<file path="src/rtl/branch_resolve_unit.sv">
// rtl/branch_resolve_unit.sv - EX-stage branch resolution, redirect/squash, 2-bit BHT and perf counters
module branch_resolve_unit #(
    parameter int IDX_W = 4,
    parameter int CNT_W = 16
) (
    input  logic             clk,
    input  logic             rst_n,
    input  logic             ex_valid,
    input  logic             stall,
    input  logic [31:0]      ex_pc,
    input  logic [6:0]       ex_opcode,
    input  logic [2:0]       ex_funct3,
    input  logic             br_eq,
    input  logic             br_lt,
    input  logic             br_ltu,
    input  logic [31:0]      ex_br_target,
    input  logic [31:0]      ex_jalr_target,
    input  logic             ex_pred_taken,
    input  logic [31:0]      if_pc,
    output logic             pred_taken,
    output logic             redirect_valid,
    output logic [31:0]      redirect_pc,
    output logic             illegal_br,
    output logic [CNT_W-1:0] br_count,
    output logic [CNT_W-1:0] mispred_count
);

    localparam logic [0:0] ST_RUN    = 1'b0;
    localparam logic [0:0] ST_SQUASH = 1'b1;

    localparam logic [6:0] OP_BRANCH = 7'b1100011;
    localparam logic [6:0] OP_JAL    = 7'b1101111;
    localparam logic [6:0] OP_JALR   = 7'b1100111;

    localparam int ENTRIES = 1 << IDX_W;

    logic [0:0]       state;
    logic [1:0]       bht [ENTRIES];
    logic [IDX_W-1:0] ex_idx;
    logic [IDX_W-1:0] if_idx;
    logic             accept;
    logic             is_br;
    logic             is_jal;
    logic             is_jalr;
    logic             f3_illegal;
    logic             br_legal;
    logic             taken;
    logic             mispred;
    logic             redirect_gen;
    logic [31:0]      redirect_nxt;
    logic [1:0]       bht_cur;
    logic [1:0]       bht_nxt;
    logic             unused_pc_bits;

    assign ex_idx = ex_pc[IDX_W+1:2];
    assign if_idx = if_pc[IDX_W+1:2];
    assign unused_pc_bits = ^{if_pc[31:IDX_W+2], if_pc[1:0]};

    // Wrong-path slot following a redirect is never consumed.
    assign accept = ex_valid & ~stall & (state == ST_RUN);

    assign is_br      = (ex_opcode == OP_BRANCH);
    assign is_jal     = (ex_opcode == OP_JAL);
    assign is_jalr    = (ex_opcode == OP_JALR);
    assign f3_illegal = (ex_funct3 == 3'b010) || (ex_funct3 == 3'b011);
    assign br_legal   = is_br & ~f3_illegal;

    always_comb begin
        taken = 1'b0;
        case (ex_funct3)
            3'b000:  taken = br_eq;
            3'b001:  taken = ~br_eq;
            3'b100:  taken = br_lt;
            3'b101:  taken = ~br_lt;
            3'b110:  taken = br_ltu;
            3'b111:  taken = ~br_ltu;
            default: taken = 1'b0;
        endcase
    end

    assign mispred      = br_legal & (taken != ex_pred_taken);
    assign redirect_gen = accept & (mispred | is_jal | is_jalr);

    always_comb begin
        redirect_nxt = ex_pc + 32'd4;
        if (is_jal)
            redirect_nxt = ex_br_target;
        else if (is_jalr)
            redirect_nxt = ex_jalr_target;
        else if (taken)
            redirect_nxt = ex_br_target;
    end

    assign bht_cur = bht[ex_idx];

    always_comb begin
        bht_nxt = bht_cur;
        if (taken) begin
            if (bht_cur != 2'b11)
                bht_nxt = bht_cur + 2'b01;
        end else begin
            if (bht_cur != 2'b00)
                bht_nxt = bht_cur - 2'b01;
        end
    end

    // Read is from the registered table, so a same-cycle update is not visible yet.
    assign pred_taken = bht[if_idx][1];

    always_ff @(posedge clk or negedge rst_n) begin
        if (!rst_n) begin
            for (int i = 0; i < ENTRIES; i++)
                bht[i] <= 2'b01;
        end else if (accept && br_legal) begin
            bht[ex_idx] <= bht_nxt;
        end
    end

    always_ff @(posedge clk or negedge rst_n) begin
        if (!rst_n) begin
            state <= ST_RUN;
        end else begin
            case (state)
                ST_RUN:    if (redirect_gen) state <= ST_SQUASH;
                ST_SQUASH: if (!stall)       state <= ST_RUN;
                default:                     state <= ST_RUN;
            endcase
        end
    end

    // Pulses are rewritten every edge so they last exactly one cycle regardless of stall.
    always_ff @(posedge clk or negedge rst_n) begin
        if (!rst_n) begin
            redirect_valid <= 1'b0;
            redirect_pc    <= 32'd0;
            illegal_br     <= 1'b0;
        end else begin
            redirect_valid <= redirect_gen;
            illegal_br     <= accept & is_br & f3_illegal;
            if (redirect_gen)
                redirect_pc <= redirect_nxt;
        end
    end

    always_ff @(posedge clk or negedge rst_n) begin
        if (!rst_n) begin
            br_count      <= '0;
            mispred_count <= '0;
        end else if (accept && br_legal) begin
            br_count <= br_count + CNT_W'(1);
            if (mispred)
                mispred_count <= mispred_count + CNT_W'(1);
        end
    end

endmodule

</file>
<file path="config.mk">
export PLATFORM = sky130hd
export DESIGN_NAME = branch_resolve_unit
export DESIGN_NICKNAME = d
export VERILOG_FILES = /design/src/rtl/branch_resolve_unit.sv
export SDC_FILE = /design/constraint.sdc
export NUM_CORES = 1
export LEC_CHECK = 0
export BUFFER_PORTS_ARGS = -buffer_cell sky130_fd_sc_hd__clkbuf_2
export CORE_ASPECT_RATIO = 0.5
export CORE_MARGIN = 2
export CORE_UTILIZATION = 45
export CTS_BUF_LIST = sky130_fd_sc_hd__clkbuf_4 sky130_fd_sc_hd__clkbuf_8 sky130_fd_sc_hd__clkbuf_16
export DETAILED_ROUTE_END_ITERATION = 8
export PLACE_DENSITY = 0.78
export SLEW_MARGIN = 5
export SYNTH_ARGS = -nofsm -noshare
export SYNTH_HDL_FRONTEND = slang
export SYNTH_SLANG_ARGS = --single-unit
</file>
<file path="constraint.sdc">
create_clock -name clk -period 2.1 [get_ports clk]
set_clock_uncertainty 0.1 [all_clocks]
set_input_delay 0.105 -clock clk [delete_from_list [all_inputs] [get_ports clk]]
set_output_delay 0.105 -clock clk [all_outputs]
set_load 0.02 [all_outputs]
</file>
==> summary.txt <==
failing checks: negative setup slack
die area: 13,200 µm²
via count: 5,466
placed cell area: 6830 µm²
vias per cell: 5.65
Antenna Cells: 0
crit path launch type: flop
EDFF count, synth: 0
layout cell share with drive strength beyond 1: 39.2%
Post-Syn Nets: 696
Core Region: 11,900 µm²
Design Area, Final: 7720 µm²
initial antenna violation count: 0
# rows: 28
Async S/R FF share, synth: 100%
pre-CTS setup slack: -244 ps
CP Max Fanout: 2
Core Util, Final: 65.0%
clk buf depth: 2
Crit Path Category: flop to output port
gr usage total: 25.6%
pin count of the biggest net entering global routing: 55
Slew headroom: 57.0%
final wirelength: 16,900 µm
synth warn: 0
nets: 949
R2R Setup Slk: -30 ps
setup ws final: -68.1 ps
Fmax: 461 MHz
final slew viol count: 0
Peak VDD IR: 362 µV
die width: 161 µm
Multi-input gate area: 2970 µm²
CP Data Arrival Time: 1960 ps
Mapped Area: 5520 µm²
area added between synthesis and finish: 39.7%
port bufs: 184
Worst Path Required: 1890 ps
Num CTS Buffers: 9
ys flop type: dfrtp_1
GRT overflow: 0
Die H: 82.3 µm
DPL Wire Length: 11,800 µm
Fin Setup TNS: -271 ps
Reg area: 2500 µm²
first-pass GRT wire length: 26,500 µm
number of detailed-route iterations in the first pass: 5
clock latency at the later pin of the worst-skew pair: 350 ps
CTS root buffer: clkbuf_16
FF+latch count, synth: 99
RSZ-0062 raised after global routing: true
sequential-to-total area share from yosys stat: 45.2%
antenna-violating nets left: 0
detailed-route DRC error count: 0
endpoints failing hold: 0
gpl congestion: 0.851
outcome: complete, but fails checks
max-cap violations: 0
WHS: 9.15 ps
DRT iter0 DRCs: 514
I/O pin total: 213
Clock transition at path regs: 70 ps
Power Density: 611 nW/µm²
Initial Utilization: 46.5%
cells after synthesis: 544
CP endpoint kind: output port
Final min period: 2170 ps
Tcrit/Tclk final: 103%
static leakage: 3.79 nW
final setup fails: 11
vias in the first global route: 5,429
CTS H-Tree Depth: 3
Worst Hold Class: input port to flop
CTS tree: done
worst slew pin tran: 644 ps
fillers: 906
count of different cell masters after synthesis: 44
CTS sink count: 99
Mapped Avg Cell Area: 10.2 µm²
Routed WL per cell: 17.5 µm
synth_stat cells, types with 2 or more instances:
cell	instances	area, µm²
a22oi_1	3	22.5
a31oi_1	3	18.8
o22ai_1	3	18.8
nor3_1	17	85.1
and3_1	16	100
nor4_1	3	18.8
buf_2	6	30.0
nand2b_1	4	25.0
clkbuf_1	15	56.3
xor2_1	34	298
nand3_1	34	170
o21ai_0	12	60.1
o221ai_1	7	61.3
ha_1	6	75.1
mux4_2	13	293
buf_6	2	22.5
a21oi_1	20	100
dfstp_2	16	420
and4_1	5	43.8
or3_1	3	18.8
inv_1	6	22.5
o31ai_1	3	22.5
dfrtp_1	83	2080
a221oi_1	17	149
xnor2_1	25	219
nand4_1	16	100
nand2_1	65	244
maj3_2	2	22.5
nor2b_1	4	25.0
nor2_1	52	195
and2_1	3	18.8
mux2_2	34	383
worst max-delay path, cell delays in order, from the launching register on:
cell and delay, ps:
dfrtp_1 390, buf_4 130, mux4_2 460, mux4_2 480
buf_6 150
path summary, 6_finish.rpt:
check	to	startpoint	cells after the start
min in group asynchronous	bht[15]	rst_n	2
min reg2reg	br_count[15]	br_count[15]	1
min	redirect_pc[29]	ex_pc[29]	4
max in group asynchronous	br_count[7]	rst_n	3
max	pred_taken	bht[31]	4
max reg2reg	bht[25]	bht[9]	5
timing repair:
item	in CTS	in global routing
setup endpoints to repair	20	53
setup buffers	0	3
endpoints found under the hold margin	62	0
hold buffers	46	0
pin swaps	4	4
resized for setup	6	17
cloned	1	1
per-stage QoR:
stage | instances | total power [mW]
floorplan | 544 | 2.51
global placement | 900 | 2.89
detailed placement | 900 | 2.91
CTS | 963 | 4.70
global route | 967 | 4.90
finish | 967 | 4.71
cell type report:
cell class | count | area share (%)
Multi-Input combinational cell | 416 | 38.5
Sequential cell | 99 | 32.4
Timing Repair Buffer | 265 | 22.2
Clock buffer | 11 | 3.19
Tap cell | 165 | 2.68
Clock inverter | 5 | 0.811
Inverter | 6 | 0.292
cell families after synthesis:
kind of cell	after synthesis	share of synthesized area [%]
compound gates	72	8.86
xor+xnor	59	9.36
buf+inv	31	2.58
simple gates	227	19.8
flops	99	45.2
mux	48	12.4
fa+ha+maj	8	1.77
flip-flops by register name, indices dropped and copies added (netlist names):
register,cells
bht,32
br_count,16
illegal_br,1
mispred_count,16
redirect_pc,32
redirect_valid,1
state,1
power by group:
group | total, mW | switching (mW) | leakage [nW] | internal [mW]
registers | 2.06 | 0.0586 | 1.29 | 2.01
clock network | 1.74 | 0.760 | 0.146 | 0.977
logic | 0.911 | 0.532 | 2.35 | 0.379
total | 4.71 | 1.35 | 3.79 | 3.36
metal layers:
| layer | up-vias | share of wire (%) | routed length, µm | global-route usage (%) |
|---|---|---|---|---|
| met2 | 266 | 51 | 8600 | 45.6 |
| met3 | 78 | 6.7 | 1140 | 5.49 |
| met1 | 2637 | 38 | 6450 | 29.8 |
| li1 | 2485 | - | - | - |
| met4 | 0 | 4.3 | 723 | 14.1 |
| met5 | - | 0 | 0 | 0 |
cells in the final DEF, fill, tap and decap left out, types with 25 or more instances in the layout:
master	n
buf_4	30
clkbuf_2	182
dfrtp_1	83
dlygate4sd3_1	46
mux2_2	27
nand2_1	62
nand3_1	34
nor2_1	51
xnor2_1	25
xor2_1	34
No activity file was read; power rests on OpenSTA's default activity.
